[src/rtl/barrel_rotator_pipe.sv]
// barrel_rotator_pipe: pipelined rotl/rotr/shl/shr with one log2 shift stage per register and valid/ready backpressure
// Optional out_zero flag is enabled by defining BRP_ZERO_FLAG_EN.
module barrel_rotator_pipe #(
  parameter int WIDTH = 8,
  localparam int SHW = $clog2(WIDTH)
) (
  input  logic             clk,
  input  logic             rst_n,
  input  logic             in_valid,
  output logic             in_ready,
  input  logic [WIDTH-1:0] in_data,
  input  logic [SHW-1:0]   in_k,
  input  logic [1:0]       in_op,
  output logic             out_valid,
  input  logic             out_ready,
  output logic [WIDTH-1:0] out_data
`ifdef BRP_ZERO_FLAG_EN
  ,
  output logic             out_zero
`endif
);
  logic             adv;
  logic [SHW-1:0]   v, pv;
  logic [WIDTH-1:0] d [SHW];
  logic [WIDTH-1:0] pd [SHW];
  logic [WIDTH-1:0] nd [SHW];
  logic [SHW-1:0]   k [SHW];
  logic [SHW-1:0]   pk [SHW];
  logic [1:0]       o [SHW];
  logic [1:0]       po [SHW];
  logic             unused;
  function automatic logic [WIDTH-1:0] shf(input logic [WIDTH-1:0] x, input logic [1:0] op, input int a);
    return op == 2'b00 ? (x << a) | (x >> (WIDTH - a)) :
           op == 2'b01 ? (x >> a) | (x << (WIDTH - a)) :
           op == 2'b10 ? x << a : x >> a;
  endfunction
  assign adv       = !out_valid || out_ready;
  assign in_ready  = adv;
  assign out_valid = v[SHW-1];
  assign out_data  = d[SHW-1];
  // the last stage's k/op have no further consumer
  assign unused    = ^{k[SHW-1], o[SHW-1]};
  always_comb begin
    pv[0] = in_valid;
    pd[0] = in_data;
    pk[0] = in_k;
    po[0] = in_op;
    for (int s = 1; s < SHW; s++) begin
      pv[s] = v[s-1];
      pd[s] = d[s-1];
      pk[s] = k[s-1];
      po[s] = o[s-1];
    end
    for (int s = 0; s < SHW; s++)
      nd[s] = pk[s][s] ? shf(pd[s], po[s], 1 << s) : pd[s];
  end
  always_ff @(posedge clk or negedge rst_n)
    if (!rst_n) begin
      v <= '0;
      for (int s = 0; s < SHW; s++) begin
        d[s] <= '0;
        k[s] <= '0;
        o[s] <= '0;
      end
    end else if (adv) begin
      v <= pv;
      for (int s = 0; s < SHW; s++) begin
        d[s] <= nd[s];
        k[s] <= pk[s];
        o[s] <= po[s];
      end
    end
`ifdef BRP_ZERO_FLAG_EN
  always_ff @(posedge clk or negedge rst_n)
    if (!rst_n) out_zero <= 1'b0;
    else if (adv) out_zero <= nd[SHW-1] == '0;
`endif
endmodule
[config.mk]
export PLATFORM = sky130hd
export DESIGN_NAME = barrel_rotator_pipe
export DESIGN_NICKNAME = d
export VERILOG_FILES = /design/src/rtl/barrel_rotator_pipe.sv
export SDC_FILE = /design/constraint.sdc
export NUM_CORES = 1
export LEC_CHECK = 0
export CAP_MARGIN = 20
export CORE_ASPECT_RATIO = 1.4
export CORE_MARGIN = 2
export CORE_UTILIZATION = 53
export CTS_CLUSTER_DIAMETER = 100
export DETAILED_ROUTE_END_ITERATION = 16
export PLACE_DENSITY_LB_ADDON = 0.12
export SYNTH_ARGS = -nofsm -noshare
export SYNTH_HDL_FRONTEND = slang
export SYNTH_SLANG_ARGS = --single-unit
[constraint.sdc]
create_clock -name clk -period 1.6 [get_ports clk]
set_input_delay 0.16 -clock clk [delete_from_list [all_inputs] [get_ports clk]]
set_output_delay 0.16 -clock clk [all_outputs]
set_load 0.01 [all_outputs]
==> out/results.md <==
| Result | Reported |
|---|---|
| #FFs+latches synth | 34 |
| Most used cells in the layout excluding fill and tap cells | dfrtp_1 (34), nand2_1 (30), clkdlybuf4s50_1 (25), nor2_1 (24), o21ai_0 (15) |
| Std-Cell Core Area | 3093 um^2 |
| Quantity of hold-fixing buffers added after cts | 0 |
| Warnings from Yosys | 0 |
| Depth of the worst register-to-register path | 3 |
| Die area | 3719 um^2 |
| Worst min path class | in2async |
| Buffers on Ports | 26 |
| Peak ir drop on the vdd network | 1.073 mV |
| Min Tclk post-route | 1.384 ns |
| Mapped Nets | 203 |
| Status | finished, final reports clean |
| Average cell area after synthesis | 9.236 um^2 |
| Routed Antenna Nets | 0 |
| Effective utilization at floorplan | 55.54% |
| Slew margin rel. | 62.76% |
| Fmax | 722.5 MHz |
| Antenna diode count | 0 |
| Kind of start point of the critical path | register |
| Layout Nets | 222 |
| Area overhead of the layout relative to synthesis | 19.37% |
| Post-route cell area | 2051 um^2 |
| Cell row count | 24 |
| Fraction of the yosys area taken by sequential cells | 49.53% |
| Worst flop-to-flop path endpoint | out_data[5] |
| Post-route clock skew | 0.003970 ns |
| Number of DRC violations after detailed routing | 0 |
| Nature of the critical path endpoint | register |
| Number of buffers inserted during clock tree synthesis | 5 |
| Leakage power of the design | 0.0009455 uW |
| Post-synthesis async set-or-reset flop share | 100.0% |
| Total power divided by cell area | 1610 nW/um^2 |
| RSZ-0062 raised after global routing | false |
| Setup Slack @ Placement | 0.09342 ns |
| Final Slew Violations | 0 |
| GRT Residual Overflow | 0 |
| Worst reg-to-reg setup slack | 0.22 ns |
| Pin count of the biggest net entering global routing | 35 |
| Post-Route Setup TNS | 0 ns |
| Maximum fanout along the worst path | 9 |
| Per-cell via count in the routed design | 5.731 |
| Initial DRC Count | 37 |
| Clk root buf | clkbuf_8 |
| Synthesized instance count | 186 |
| Initial antenna violation count | 0 |
| Total detailed-routing wirelength | 3376 um |
| CTS tree | done |
| Wire length per cell after detailed routing | 13.78 um |
| Half-perimeter wire length after detailed placement | 2496 um |
| Mapped Area | 1718 um^2 |
| Die Y | 71.36 um |
| Placer congestion estimate | 0.7806 |
| DRT Pass-1 Iters | 4 |
| Endpoints failing hold | 0 |
| Leading cell type in the layout, fill and taps excluded | dfrtp_1 |
| GR Util All Layers | 21.29% |
| Slew @ Worst Pin | 0.5536 ns |
| Clock Latency Late Sink | 0.28 ns |
| Worst endpoint data arrival time | 1.54 ns |
| Top_reg_cell synth | dfrtp_1 |
| Type of the worst setup path | reg2reg |
| Fraction of layout cells with a size suffix above 1 | 8.252% |
| Vias in the first global route | 1370 |
| Clock edge transition at the registers on the reported setup and hold paths | 0.07 ns |
| Number of flops mapped to enable cells by yosys | 0 |
| Cell area after placement | 1961 um^2 |
| CP Data Required Time | 1.76 ns |
| Wire length of the first global-routing pass | 5892 um |
| Top-level port count | 27 |
| Via count | 1404 |
| Final setup slack of the worst path | 0.2159 ns |
| # setup viols final | 0 |
| H-tree depth | 2 |
| Worst flop-to-flop path startpoint | k[5] |
| Die Span X | 52.12 um |
| Longest Clk Path Bufs | 2 |
| Number of max-capacitance violations reported | 0 |
| Count of clock tree sinks | 34 |
| Final cycle utilization of the critical path | 86.50% |
| Synth cell types | 23 |
## Yosys cell counts (2+ instances only)
| cell | instances | area share [%] |
|---|---|---|
| a21oi_1 | 8 | 2.3 |
| a211o_1 | 2 | 1.0 |
| a21o_1 | 8 | 3.5 |
| a221oi_1 | 7 | 3.6 |
| mux2i_1 | 10 | 5.8 |
| o211ai_1 | 4 | 1.7 |
| buf_4 | 9 | 3.9 |
| a211oi_1 | 8 | 3.5 |
| clkbuf_1 | 2 | 0.44 |
| nand2_1 | 30 | 6.6 |
| o21ai_1 | 2 | 0.58 |
| inv_1 | 7 | 1.5 |
| dfrtp_1 | 34 | 50 |
| o21ai_0 | 15 | 4.4 |
| nor2_1 | 24 | 5.2 |
| o221a_2 | 3 | 2.0 |
| buf_2 | 7 | 2.0 |
## final cells by class
cell class                      instances  area, um^2
Fill cell                             263        1042
Clock buffer                            7       86.33
Clock inverter                          1       5.005
Timing Repair Buffer                   32       316.6
Multi-Input combinational cell        124       713.2
Inverter                                8       30.03
Sequential cell                        34       850.8
Tap cell                               39       48.80
## logic make-up (layout without fill, tap and decap cells)
group                  count (synthesis)  count (layout)  share of synthesized area [%]
AOI/OAI and AO/OA                     58              58                          23.02
and+or+nand+nor                       56              56                          12.53
DFF                                   34              34                          49.53
muxes                                 10              10                          5.827
buffers and inverters                 28              48                          9.104
## routing by layer
metal / vias up / GRT usage [%] / routed length (um)
li1: 679 / - / -
met1: 677 / 19.80 / 1244
met2: 38 / 41.49 / 1896
met3: 10 / 5.417 / 146
met4: 0 / 8.772 / 89
met5: - / 0 / 0
## sequential cells by signal (all words and copies together) (netlist names)
name,cells
k,3
o,4
d,16
out_data,8
v,3
## worst max-delay path, cell delays in order, from the launching register on
cell      delay, ns
dfrtp_1        0.44
clkinv_1       0.26
a221oi_1       0.46
nor2_1         0.10
## per-stage QoR
stage	hold slack (ns)	cells	util (%)	total power, uW
after floorplan	-0.1356	186	-	2317
after global placement	0.4395	237	63.39	2633
after detailed placement	0.4460	237	63.39	2692
after CTS	0.2902	245	66.30	3332
after global routing	0.3124	245	66.30	3538
final	0.2731	245	66.30	3303
## where the power goes
| group | switching [uW] | internal [uW] |
|---|---|---|
| combinational | 559 | 609 |
| clock | 294 | 347 |
| sequential | 294 | 1200 |
| total | 1150 | 2160 |
## worst max-delay path by stage
stage                     startpoint     endpoint  slack, ns  cells after the start
after floorplan                 v[2]        d[10]       0.45                      4
after global placement     out_ready     in_ready       0.10                      4
after detailed placement   out_ready     in_ready       0.09                      4
after CTS                       v[2]     in_ready       0.21                      3
after global routing            v[2]     in_ready       0.14                      3
final                           k[5]  out_data[5]       0.22                      3
## what timing repair did
item,CTS,global route
gates resized for setup,1,0
hold endpoints to repair,0,0
endpoints found under the setup margin,1,0
setup buffers,0,0
No activity file was read; power rests on OpenSTA's default activity.
